**src/rtl/time_set_ctrl.sv**
```systemverilog
// Purpose : sequences the h/m/s counter chain; RUN passes the 1 Hz tick, two buttons step
//           through hour/minute set modes with press-and-hold auto-repeat and a blink mask.
// Latency : sec_en is tick_1hz delayed 1 clk; inc strobes 1 clk after the debounced press event.
// Backpr. : none; every output is a fire-and-forget one-clk strobe or a level.
//
// Ports:
//   clk       system clock
//   reset_n   asynchronous active-low reset
//   tick_1hz  one-clk strobe per second from the prescaler
//   btn_mode  raw mode button (async, active-high)
//   btn_inc   raw increment button (async, active-high)
//   sec_en    one-clk enable to the seconds stage (RUN only)
//   sec_clr   one-clk clear to the seconds stage, issued when set mode is left
//   min_inc   one-clk increment strobe to the minutes stage
//   hr_inc    one-clk increment strobe to the hours stage
//   mode      00 RUN, 01 SET_HR, 10 SET_MIN
//   blink     1 = blank the field selected by mode
module time_set_ctrl #(
  parameter int unsigned DEBOUNCE_CYCLES = 1_000_000,
  parameter int unsigned REPEAT_DELAY    = 50_000_000,
  parameter int unsigned REPEAT_RATE     = 10_000_000,
  parameter int unsigned BLINK_HALF      = 25_000_000,
  parameter int unsigned TIMEOUT_TICKS   = 30
) (
  input  logic       clk,
  input  logic       reset_n,
  input  logic       tick_1hz,
  input  logic       btn_mode,
  input  logic       btn_inc,
  output logic       sec_en,
  output logic       sec_clr,
  output logic       min_inc,
  output logic       hr_inc,
  output logic [1:0] mode,
  output logic       blink
);

  localparam int unsigned RPT_MAX = (REPEAT_DELAY > REPEAT_RATE) ? REPEAT_DELAY : REPEAT_RATE;
  localparam int unsigned DEB_W   = $clog2(DEBOUNCE_CYCLES + 1);
  localparam int unsigned RPT_W   = $clog2(RPT_MAX + 1);
  localparam int unsigned BLK_W   = $clog2(BLINK_HALF + 1);
  localparam int unsigned TMO_W   = $clog2(TIMEOUT_TICKS + 1);

  typedef enum logic [1:0] {
    ST_RUN     = 2'b00,
    ST_SET_HR  = 2'b01,
    ST_SET_MIN = 2'b10
  } state_t;

  state_t state, state_nxt;

  // ------------------------------------------------------------------
  // Button conditioning: bit 0 = mode, bit 1 = inc
  // ------------------------------------------------------------------
  logic [1:0]            btn_raw;
  logic [1:0]            sync_a, sync_b;
  logic [1:0]            deb, deb_q;
  logic [1:0][DEB_W-1:0] deb_cnt;
  logic                  mode_ev, inc_ev;

  assign btn_raw = {btn_inc, btn_mode};

  always_ff @(posedge clk or negedge reset_n) begin
    if (!reset_n) begin
      sync_a  <= '0;
      sync_b  <= '0;
      deb     <= '0;
      deb_q   <= '0;
      deb_cnt <= '0;
    end else begin
      sync_a <= btn_raw;
      sync_b <= sync_a;
      deb_q  <= deb;
      for (int i = 0; i < 2; i++) begin
        // deb_cnt counts consecutive clks the synced level disagrees with deb;
        // any agreeing clk starts the count over, so short glitches never land.
        if (sync_b[i] != deb[i]) begin
          if (deb_cnt[i] == DEB_W'(DEBOUNCE_CYCLES - 1)) begin
            deb[i]     <= sync_b[i];
            deb_cnt[i] <= '0;
          end else begin
            deb_cnt[i] <= deb_cnt[i] + 1'b1;
          end
        end else begin
          deb_cnt[i] <= '0;
        end
      end
    end
  end

  assign mode_ev = deb[0] & ~deb_q[0];
  assign inc_ev  = deb[1] & ~deb_q[1];

  // ------------------------------------------------------------------
  // Auto-repeat / timeout / blink bookkeeping
  // ------------------------------------------------------------------
  logic             rpt_act, rpt_first;
  logic [RPT_W-1:0] rpt_cnt, rpt_tgt;
  logic             rpt_due;
  logic [TMO_W-1:0] tmo_cnt;
  logic             timeout_hit;
  logic [BLK_W-1:0] blk_cnt;
  logic             in_set;

  assign in_set  = (state != ST_RUN);
  assign rpt_tgt = rpt_first ? RPT_W'(REPEAT_DELAY - 1) : RPT_W'(REPEAT_RATE - 1);
  // rpt_cnt holds clks elapsed since the last strobe, so the strobe lands
  // exactly REPEAT_DELAY / REPEAT_RATE clks after its predecessor's reference.
  assign rpt_due = rpt_act & deb[1] & (rpt_cnt >= rpt_tgt);
  // A press landing on the final tick restarts the window instead of exiting.
  assign timeout_hit = in_set & tick_1hz & ~inc_ev & (tmo_cnt == TMO_W'(TIMEOUT_TICKS - 1));

  // ------------------------------------------------------------------
  // FSM
  // ------------------------------------------------------------------
  logic sec_en_nxt, sec_clr_nxt, min_inc_nxt, hr_inc_nxt, inc_fire;

  always_ff @(posedge clk or negedge reset_n) begin
    if (!reset_n) begin
      state <= ST_RUN;
    end else begin
      state <= state_nxt;
    end
  end

  always_comb begin
    state_nxt   = state;
    sec_en_nxt  = 1'b0;
    sec_clr_nxt = 1'b0;
    min_inc_nxt = 1'b0;
    hr_inc_nxt  = 1'b0;
    // Mode press always takes priority; an inc event in the same clk is dropped.
    case (state)
      ST_RUN: begin
        sec_en_nxt = tick_1hz;
        if (mode_ev) begin
          state_nxt = ST_SET_HR;
        end
      end
      ST_SET_HR: begin
        if (mode_ev) begin
          state_nxt = ST_SET_MIN;
        end else if (timeout_hit) begin
          state_nxt   = ST_RUN;
          sec_clr_nxt = 1'b1;
        end else if (inc_ev || rpt_due) begin
          hr_inc_nxt = 1'b1;
        end
      end
      ST_SET_MIN: begin
        if (mode_ev || timeout_hit) begin
          state_nxt   = ST_RUN;
          sec_clr_nxt = 1'b1;
        end else if (inc_ev || rpt_due) begin
          min_inc_nxt = 1'b1;
        end
      end
      default: begin
        state_nxt = ST_RUN;
      end
    endcase
  end

  assign inc_fire = hr_inc_nxt | min_inc_nxt;

  always_ff @(posedge clk or negedge reset_n) begin
    if (!reset_n) begin
      sec_en  <= 1'b0;
      sec_clr <= 1'b0;
      min_inc <= 1'b0;
      hr_inc  <= 1'b0;
    end else begin
      sec_en  <= sec_en_nxt;
      sec_clr <= sec_clr_nxt;
      min_inc <= min_inc_nxt;
      hr_inc  <= hr_inc_nxt;
    end
  end

  assign mode = state;

  // Repeat engine. Any state change disarms it, so an inc held across a mode
  // change stays silent until its debounced level drops and a fresh press arrives.
  always_ff @(posedge clk or negedge reset_n) begin
    if (!reset_n) begin
      rpt_act   <= 1'b0;
      rpt_first <= 1'b0;
      rpt_cnt   <= '0;
    end else if ((state_nxt != state) || (state == ST_RUN)) begin
      rpt_act   <= 1'b0;
      rpt_first <= 1'b0;
      rpt_cnt   <= '0;
    end else if (inc_ev) begin
      // The event clk itself is clk 0, so the count is 1 in the pulse clk.
      rpt_act   <= 1'b1;
      rpt_first <= 1'b1;
      rpt_cnt   <= RPT_W'(1);
    end else if (!deb[1]) begin
      rpt_act   <= 1'b0;
      rpt_first <= 1'b0;
      rpt_cnt   <= '0;
    end else if (rpt_due) begin
      rpt_first <= 1'b0;
      rpt_cnt   <= '0;
    end else if (rpt_act) begin
      rpt_cnt <= rpt_cnt + 1'b1;
    end
  end

  // Set-mode inactivity timeout, counted in seconds ticks.
  always_ff @(posedge clk or negedge reset_n) begin
    if (!reset_n) begin
      tmo_cnt <= '0;
    end else if ((state_nxt == ST_RUN) || (state_nxt != state) || mode_ev || inc_ev) begin
      tmo_cnt <= '0;
    end else if (tick_1hz) begin
      tmo_cnt <= tmo_cnt + 1'b1;
    end
  end

  // Blink: starts visible on entry and after every increment strobe.
  always_ff @(posedge clk or negedge reset_n) begin
    if (!reset_n) begin
      blink   <= 1'b0;
      blk_cnt <= '0;
    end else if ((state_nxt == ST_RUN) || (state_nxt != state) || inc_fire) begin
      blink   <= 1'b0;
      blk_cnt <= '0;
    end else if (blk_cnt == BLK_W'(BLINK_HALF - 1)) begin
      blink   <= ~blink;
      blk_cnt <= '0;
    end else begin
      blk_cnt <= blk_cnt + 1'b1;
    end
  end

endmodule

```
**config.mk**
```make
export PLATFORM = sky130hd
export DESIGN_NAME = time_set_ctrl
export DESIGN_NICKNAME = d
export VERILOG_FILES = /design/src/rtl/time_set_ctrl.sv
export SDC_FILE = /design/constraint.sdc
export NUM_CORES = 1
export LEC_CHECK = 0
export ABC_AREA = 1
export CAP_MARGIN = 40
export CORE_UTILIZATION = 57
export CTS_CLUSTER_DIAMETER = 60
export DETAILED_ROUTE_END_ITERATION = 10
export PLACE_DENSITY = 0.84
export SYNTH_ARGS = -nofsm -noshare
export SYNTH_HDL_FRONTEND = slang
export SYNTH_SLANG_ARGS = --single-unit
```
**constraint.sdc**
```tcl
create_clock -name clk -period 1.9 [get_ports clk]
set_input_delay 0.475 -clock clk [delete_from_list [all_inputs] [get_ports clk]]
set_output_delay 0.475 -clock clk [all_outputs]
set_load 0.005 [all_outputs]
```
# Word-level counts from Yosys, hierarchy flattened
# Index checks and enable logic that the tools add are counted.
[classes]
add_sub_neg = 5
mul = 0
div_mod_pow = 0
magnitude_cmp = 1
n_eq_ne = 12
shifts = 0
muxes = 39
bitwise_logic = 12
n_reduce_logical = 14
[op_table]
columns = ["operator", "n"]
rows = [
  ["26-bit 2-to-1 mux", 6],
  ["20-bit 2-to-1 mux", 4],
  ["25-bit 2-to-1 mux", 2],
  ["20-bit by 1-bit adder with 20-bit output (second input constant)", 2],
  ["20-bit equality test (second input constant)", 2],
  ["26-bit by 1-bit adder with 26-bit output (second input constant)", 1],
  ["26-bit >= comparator", 1],
  ["25-bit by 1-bit adder with 25-bit output (second input constant)", 1],
  ["25-bit equality test (second input constant)", 1],
  ["1-bit 2-to-1 mux", 19],
  ["5-bit 2-to-1 mux", 2],
  ["2-bit 2-to-1 mux", 4],
  ["1-bit AND", 7],
  ["1-bit logical OR", 7],
  ["2-bit one-hot mux with 3 select lines", 1],
  ["2-bit nonzero test", 3],
  ["5-bit by 1-bit adder with 5-bit output (second input constant)", 1],
  ["5-bit equality test (second input constant)", 1],
  ["5-bit by 1-bit != test with 1-bit output (second input constant)", 1],
  ["2-bit zero test", 2],
  ["4-bit by 1-bit != test with 1-bit output (second input constant)", 1],
  ["1-bit inverter", 4],
  ["2-bit AND reduction", 2],
  ["3-bit by 1-bit != test with 1-bit output (second input constant)", 1],
  ["6 further kinds", 7],
]
[word_totals]
register_bits = 113
latchBits = 0
ram_bits = 0
mem_bits_ro = 0
input_bits = 5
wordCells = 101
n_memories = 0

# Longest topological paths before layout
[logic_depth]
word_depth = 13
ltp_mapped = 16
depth_no_buf = 15

# Worst setup path after synthesis
# No wires, ideal clock.
[synth_timing]
kind = "reg-to-reg"
startpoint = "reg state[0] (netlist: mode[0])"
endpoint = "reg blk_cnt[12]"
arrival_time_ns = 1.976
path_slack_ns = -0.145
stages_incl_launch_ff = 17
path_buffers = 1
period_less_slack_ns = 2.045
cell_sequence = "dfrtp_1 inv_1 ha_1 inv_2 nand2_1 nor2_2 nand2_2 nand2_1 nand2_1 nand2_1 nand2_1 nand2_2 nand3_4 nor2_4 nand2_4 buf_6 nor2_2"
[synth_via]
elab_chain_cells = 11
word_cells_on_any_way = 24
classes_between = "3 x eq/ne; 11 x mux; 4 x bitwise; 6 x reduce/logical"
[synth_lines]
columns = ["item", "line_no", "source"]
rows = [
  ["start, declared", "50", "state_t state, state_nxt;"],
  ["start signal, assigned", "122", "state <= state_nxt;"],
  ["2-bit nonzero test", "105", "assign in_set = (state != ST_RUN);"],
  ["1-bit AND (3 in a row)", "111", "assign timeout_hit = in_set & tick_1hz & ~inc_ev & (tmo_cnt == TMO_W'(TIMEOUT_TICKS - 1));"],
  ["2-bit 2-to-1 mux / 1-bit logical OR (equally long branches)", "143, 151", ""],
  ["2-bit 2-to-1 mux, on equally long branches", "141, 151", ""],
  ["2-bit one-hot mux with 3 select lines", "133", "case (state)"],
  ["2-bit != test / 2-bit zero test (equally long branches)", "226", "end else if ((state_nxt == ST_RUN) || (state_nxt != state) || inc_fire) begin"],
  ["1-bit logical OR", "226", ""],
  ["1-bit logical OR (*)", "226", ""],
  ["25-bit 2-to-1 mux (*)", "226", ""],
  ["end signal, assigned", "233", "blk_cnt <= blk_cnt + 1'b1;"],
  ["end, declared", "102", "logic [BLK_W-1:0] blk_cnt;"],
]
# Mark *: on every way between the ends. The rest lies on a longest branch, timed or not.
# A chain may end at the register's enable or synchronous reset.

# Worst setup path in the final report
[layout_timing]
startpoint = "reg rpt_first"
endpoint = "reg blk_cnt[17]"
[layout_via]
elab_chain_cells = 11
word_cells_on_any_way = 13
classes_between = "1 x order compare; 8 x mux; 2 x bitwise; 2 x reduce/logical"
[layout_lines]
columns = ["item", "line_no", "source"]
rows = [
  ["start, declared", "97", "logic rpt_act, rpt_first;"],
  ["start signal, assigned", "187", "rpt_first <= 1'b0;"],
  ["start signal, assigned", "191", "rpt_first <= 1'b0;"],
  ["start signal, assigned", "196", "rpt_first <= 1'b1;"],
  ["26-bit 2-to-1 mux (*)", "106", "assign rpt_tgt = rpt_first ? RPT_W'(REPEAT_DELAY - 1) : RPT_W'(REPEAT_RATE - 1);"],
  ["26-bit >= comparator (*)", "109", "assign rpt_due = rpt_act & deb[1] & (rpt_cnt >= rpt_tgt);"],
  ["1-bit AND (*)", "109", ""],
  ["1-bit logical OR (*)", "146, 154", ""],
  ["1-bit 2-to-1 mux (*)", "146, 154", ""],
  ["1-bit 2-to-1 mux", "143", "end else if (timeout_hit) begin"],
  ["1-bit 2-to-1 mux", "141", "if (mode_ev) begin"],
  ["1-bit 2-to-1 mux", "133", ""],
  ["1-bit OR (*)", "164", "assign inc_fire = hr_inc_nxt | min_inc_nxt;"],
  ["1-bit logical OR (*)", "226", ""],
  ["25-bit 2-to-1 mux (*)", "226", ""],
]
# Marks and branches as above.

==> flow_summary.ini <==
[status]
status = finished, violations left
violations = negative setup slack

[grt]
gr-total-overflow = 0
grt_pass1_vias = 7088
grt_usage_pct = 33.7
grt_pass1_wl_um = 33800
grt_max_degree = 48
antenna_found_initial = 0

[finish]
final_common_cell = nand2_1
multiInputGateArea_um2 = 4010
nFillCells = 753
nets = 1081
syn2layout_area_growth_pct = 29.7
register_area_um2 = 2830
fin_util_pct = 76.1
diodes = 0
drive_gt1_share_pct = 21.5
final_cell_mix = 181 x nand2_1, 125 x inv_1, 125 x nand3_1, 122 x nor2_1, 112 x dfrtp_1

[clock_network]
htree_levels = 4
clk_latency_ns = 0.44
clk_root_buffer_cell = clkbuf_16
cts_buffers = 17
clk_pin_slew_ns = 0.05
tritoncts = done
clock-sinks = 113
clock_tree.buffer_depth = 2

[detailed_routing]
routed_wl_um = 22100
first_iter_violations = 755
ant_nets = 0
vias = 7324
routedWlPerCell_um = 18.2
viasPerCell = 6.02
dr.pass1.iters = 6
drc = 0

[timing]
setup_slack_ns = -0.370
hold_viol = 0
relSlewSlack_pct = 71.0
skew_ns = 0.00911
period_share_pct = 119
period_minus_slack_ns = 2.27
fmax_mhz = 441
worst-slew-pin-transition_ns = 0.431
rsz0062_at_grt = yes
report.final.slew_viol_count = 0
setup_viol = 61

[synthesis]
synth_fp_nets = 990
synth_seq_area_share_pct = 40.1
yosys_warnings = 0
syn_area_per_cell_um2 = 7.29
synth-seq-cells = 113
ys_types = 37
synth_area_um2 = 7050
syn_inst = 967

[setup_path]
crit_type = reg -> reg
worst_ep_arrival_time_ns = 2.58
critical_path_required_ns = 2.21
cp-end-kind = register
cp-start-kind = register
cp_max_fo = 6

[placed_design]
place_ws_ns = -0.336
gp_congestion = 0.918
port_buffers = 11
dp_hpwl_um = 11900

[power]
leakagePower_nw = 4.18
clockPowerShare_pct = 59.0
p_int_mw = 5.01
ir_drop_v = 0.000708
p_sw_mw = 1.25
power_density_nw_per_um2 = 685
switching_share_pct = 20.0
total_power_mw = 6.27
pwr-share-seq_pct = 38.9
comb_power_share_pct = 2.1

[floorplan]
die_area_um2 = 12800
pin_count = 12
rows = 40
die_h_um = 113
die_x_um = 113
start_util_pct = 58.7
coreArea_um2 = 12000

[run]
drv_cap = 0

[min_path]
min_path_type = reg -> reg
## registers in the layout (all words and copies together) (netlist names)
name	count
deb_q	2
deb_cnt	40
blk_cnt	25
hr_inc	1
min_inc	1
rpt_first	1
sync_a	2
mode	2
sec_clr	1
rpt_act	1
blink	1
tmo_cnt	5
rpt_cnt	26
sync_b	2
deb	2
sec_en	1
## per-layer routing
metal  global-route usage [%]  up-vias  part of all wire (%)
met3                     7.55      139                   7.9
met5                        0        -                     0
met2                     57.9      437                    50
met4                     17.2        0                   5.0
li1                         -     3294                     -
met1                     39.8     3454                    37
## what timing repair did
item	4_1_cts	5_1_grt
endpoints found under the setup margin	63	72
cloned	4	2
hold endpoints to repair	23	0
buffers inserted	8	2
hold buffers	1	0
gates resized for setup	35	69
pin swaps	6	32
## area by class of cell
cell class / instances / share of cell area, %
Clock buffer: 21 / 5.15
Clock inverter: 9 / 2.23
Inverter: 132 / 5.53
Multi-Input combinational cell: 700 / 43.9
Sequential cell: 113 / 30.9
Tap cell: 147 / 2.01
Timing Repair Buffer: 94 / 10.3
## synth_stat cells
master | count | area (um^2)
a21oi_1 | 26 | 130
a31oi_1 | 1 | 6.26
and3_1 | 2 | 12.5
buf_1 | 2 | 7.51
buf_2 | 3 | 15.0
buf_4 | 1 | 7.51
buf_6 | 7 | 78.8
clkbuf_1 | 9 | 33.8
dfrtp_1 | 113 | 2830
ha_1 | 18 | 225
inv_1 | 129 | 484
inv_2 | 3 | 11.3
mux2_2 | 2 | 22.5
nand2_1 | 197 | 739
nand2_2 | 5 | 31.3
nand2_4 | 1 | 11.3
nand3_1 | 135 | 676
nand3_4 | 1 | 17.5
nand3b_1 | 4 | 30.0
nand4_1 | 22 | 138
nor2_1 | 142 | 533
nor2_2 | 24 | 150
nor2_4 | 3 | 33.8
nor2_8 | 1 | 20.0
nor3_1 | 24 | 120
nor3_2 | 1 | 10.0
nor3b_1 | 2 | 15.0
nor4_1 | 12 | 75.1
o211ai_1 | 1 | 7.51
o21a_1 | 4 | 30.0
o21ai_0 | 18 | 90.1
o21ai_1 | 1 | 5.00
o21bai_1 | 2 | 15.0
o31ai_1 | 1 | 7.51
or2_2 | 2 | 12.5
xnor2_1 | 12 | 105
xor2_1 | 36 | 315
## critical path: stages (launching register included)
cell       delay, ns
dfrtp_1         0.40
clkinv_4        0.16
ha_4            0.32
nand2_2         0.08
nor2_4          0.14
nand2_2         0.07
nor2_2          0.14
nand2_1         0.08
nand3_2         0.11
nand2_4         0.11
nand2_4         0.10
nand3_4         0.08
nand2_8         0.13
clkbuf_16       0.16
nor2_2          0.03
## power groups by stage
stage | clock network [mW] | registers [mW] | logic [mW]
2_1_floorplan | 0 | 2.47 | 0.0413
3_3_place_gp | 0 | 2.48 | 0.122
3_5_place_dp | 0 | 2.48 | 0.129
4_1_cts | 3.66 | 2.44 | 0.132
5_1_grt | 3.81 | 2.44 | 0.151
6_report | 3.69 | 2.44 | 0.133
## cell families (layout without fill, tap and decap cells)
group                    Yosys count  in the layout  share of synthesized area, %
AND/OR/NAND/NOR                  578            578                          37.2
XOR/XNOR                          48             48                          5.96
adder cells (fa/ha/maj)           18             18                          3.19
AO/OA/AOI/OAI                     54             54                          4.13
buffers and inverters            154            256                          9.05
multiplexers                       2              2                         0.319
flip-flops                       113            113                          40.1
## final timing paths
path	startpoint	cells after the start	end	slack, ns
max	rpt_first	14	blk_cnt[17]	-0.37
min reg2reg	sync_a[1]	0	sync_b[1]	0.36
min	sync_a[1]	0	sync_b[1]	0.36
max reg2reg	rpt_first	14	blk_cnt[17]	-0.37
min in group asynchronous	reset_n	2	blink	0.50
max in group asynchronous	reset_n	3	mode[0]	0.80
## through the flow
stage	std cells	hold slack, ns	cell area [um^2]	TNS (ns)
after global routing	1216	0.370	9140	-25.76
final	1216	0.365	9140	-17.86
after CTS	1216	0.359	8860	-7.69
after global placement	1173	0.332	7850	-15.15
after detailed placement	1173	0.336	7850	-17.56
after floorplan	967	0.179	7090	0
No activity file was read; power rests on OpenSTA's default activity.
==> RTL change: new RTL, config.mk and constraints unchanged <==
The parameter `REPEAT_RATE` goes from 10_000_000 to 5_000_000.
--- a/src/rtl/time_set_ctrl.sv
+++ b/src/rtl/time_set_ctrl.sv
@@ -18,7 +18,7 @@
 module time_set_ctrl #(
   parameter int unsigned DEBOUNCE_CYCLES = 1_000_000,
   parameter int unsigned REPEAT_DELAY    = 50_000_000,
-  parameter int unsigned REPEAT_RATE     = 10_000_000,
+  parameter int unsigned REPEAT_RATE     = 5_000_000,
   parameter int unsigned BLINK_HALF      = 25_000_000,
   parameter int unsigned TIMEOUT_TICKS   = 30
 ) (
Check against the original RTL: same outputs for any inputs over 10 cycles, from zero or initial values and one cycle with reset_n low; that may be too few to reach the edited logic, so the function may still have changed.
==> RTL change against the original RTL <==
  * The run still ends with setup timing left
  * Total power decreased by 0.66%
  * Sequential power about the same
  * Combinational power decreased by 8%
  * Final cell count increased by 2.1%
  * Critical endpoint is now rpt_cnt[16]
  * Cell area increased by 2.3%
  * Sequential share of layout area decreased by 0.66 points
  * Area after synthesis decreased by 0.27%
  * Setup slack got worse by 0.040 ns
  * Sequential cell count unchanged
  * Wire length decreased by 7.6%
  * Die area decreased by 0.26%
==> RTL change: results (changes against the original RTL) <==
Synthesis
  • Post-Syn Nets: 1003 (was 990)
  • Post-synth top cells: nand2_1, nor2_1, nand3_1 (unchanged)
  • Yosys warns: 0 (unchanged)
  • Most used DFF post-synth: dfrtp_1 (unchanged)
  • Post-synth ARST share: 1.00 (unchanged)
  • Mean Syn Cell Area: 7.21 µm² (was 7.29 µm²)
  • Distinct cells, synth: 37 (unchanged)
  • Post-synth EDFFs: 0 (unchanged)
  • Post-synthesis sequential area ratio: 0.402 (was 0.401)
  • Largest cells by area after synthesis: dfrtp_1, nand2_1, nand3_1 (unchanged)

Place
  • RD Place Congestion: 0.946 (was 0.918)
  • Final HPWL DP: 11800 µm (was 11900 µm)
  • Port bufs: 11 (unchanged)
  • Placed insts: 1191 (was 1173)

Cells and area
  • Share of post-route cells with drive strength above 1: 0.233 (was 0.215)
  • Antenna cells: 0 (unchanged)
  • Largest registers: deb_cnt x40, rpt_cnt x26, blk_cnt x25 (unchanged)
  • Fill cell count: 707 (was 753)
  • Nets@finish: 1110 (was 1081)

CTS
  • Clk buf depth: 2 (unchanged)
  • Reg clk slew, reported paths: 0.05 ns (about the same)
  • Clk_lat worst skew: 0.43 ns
  • Clock root cell: clkbuf_16 (unchanged)
  • Cts bufs inserted: 17 (unchanged)
  • CTS H-Tree Depth: 4 (unchanged)

STA
  • Final worst slack: -0.410 ns (was -0.370 ns)
  • Setup Viol. Count Final: 61 (unchanged)
  • Fin Clk Skew: 0.00821 ns (was 0.00911 ns)
  • Slew of the pin with the lowest slew margin: 0.556 ns (was 0.431 ns)

Route
  • DR WL/cell: 16.5 µm (was 18.2 µm)
  • Final wirelength: 20400 µm (was 22100 µm)
  • Starting DRT DRC Count: 906 (was 755)
  • Number of vias per cell: 5.78 (was 6.02)
  • Drt pass-1 iters: 8 (was 6)

Power
  • Maximum VDD drop: 0.622 mV (was 0.708 mV)
  • Leakage: 4.36 nW (was 4.18 nW)
  • Internal Power: 5.02 mW (was 5.01 mW)

Outcome
  • Failing checks: setup timing (unchanged)
  • Status: finished, violations left (unchanged)

Setup path
  • Crit path DAT: 2.67 ns (was 2.58 ns)
  • Worst setup path start: rpt_first (unchanged)
  • Crit-path max FO: 7 (was 6)
  • Delay-heaviest family, CP: simple AND/OR/NAND/NOR gates (unchanged)
  • Crit path largest cell delay: 0.49 ns (was 0.40 ns)
  • Slowest cell on the critical path: dfrtp_2 (was dfrtp_1)

Global routing
  • Initial antenna violation count: 0 (unchanged)
  • First-pass GRT wire length: 30700 µm (was 33800 µm)
  • GRT Util Overall: 0.304 (was 0.337)
  • Pin count of the biggest net entering global routing: 72 (was 48)
  • Vias in the first global route: 6678 (was 7088)

Hold path
  • Worst hold-check path type: primary input to async pin (was flip-flop to flip-flop)
[RTL change: cell count changes in the layout (fill, tap and decap cells not counted), moves of 9 or more]
cell / before / now
nand3_1: 125 / 92
nand3_2: 8 / 37
nand2_1: 181 / 208
nor2_1: 122 / 135
inv_1: 125 / 115
buf_4: 67 / 76
[RTL change: what timing repair did]
action | CTS | global route
hold buffers | 0 | 0
gates cloned | 1 | 8
endpoints found under the setup margin | 61 | 84
gates resized for setup | 27 | 72
buffers inserted | 7 | 3
pin swaps | 5 | 13
[RTL change: final timing paths]
check	end	slack, ns	cells after the start
setup / recovery	rpt_cnt[16]	-0.41	15
hold / removal	blk_cnt[12]	0.03	2
setup reg to reg	rpt_cnt[16]	-0.41	15
hold reg to reg	sync_b[0]	0.35	0
max in group asynchronous	mode[1]	1.48	2
min in group clk	sync_b[0]	0.35	0
[RTL change: cell families (layout without fill, tap and decap cells)]
logic type | after synthesis | in the layout | synth area share
flops | 113 | 113 | 0.402
compound gates | 45 | 46 | 0.0359
fa+ha+maj | 23 | 23 | 0.0409
xor+xnor | 44 | 44 | 0.0548
simple gates | 602 | 602 | 0.377
mux | 2 | 2 | 0.00320
buf+inv | 146 | 265 | 0.0859
[RTL change: routing by layer]
metal	GRT usage	share of wire	up-vias
li1	-	-	3341
met1	0.371	0.40	3405
met2	0.518	0.49	316
met3	0.0670	0.064	112
met4	0.132	0.047	0
met5	0	0	-
[RTL change: power by group through the flow]
stage	sequential (mW)	clock [mW]	combinational [mW]
floorplan	2.47	0	0.0376
global placement	2.47	0	0.117
detailed placement	2.48	0	0.121
CTS	2.43	3.70	0.122
global route	2.43	3.81	0.145
finish	2.44	3.67	0.123
[RTL change: final cells by class]
| cell class | instances | area share |
|---|---|---|
| multi-input cells | 717 | 0.440 |
| flip-flops and latches | 113 | 0.303 |
| repair buffers | 107 | 0.112 |
| inverters | 124 | 0.0511 |
| clock buffers | 22 | 0.0507 |
| clock inverters | 10 | 0.0218 |
| well taps | 147 | 0.0197 |
| repair inverters | 2 | 0.00147 |
[RTL change: stage by stage]
step	area (µm²)	setup TNS (ns)	setup slack, ns	utilization
final	9350	-19.17	-0.410	0.778
after global routing	9350	-26.07	-0.573	0.778
after CTS	8890	-9.21	-0.212	0.740
after detailed placement	8030	-26.77	-0.529	0.668
after global placement	8030	-25.80	-0.481	0.668
after floorplan	7240	-3.57	-0.0977	-
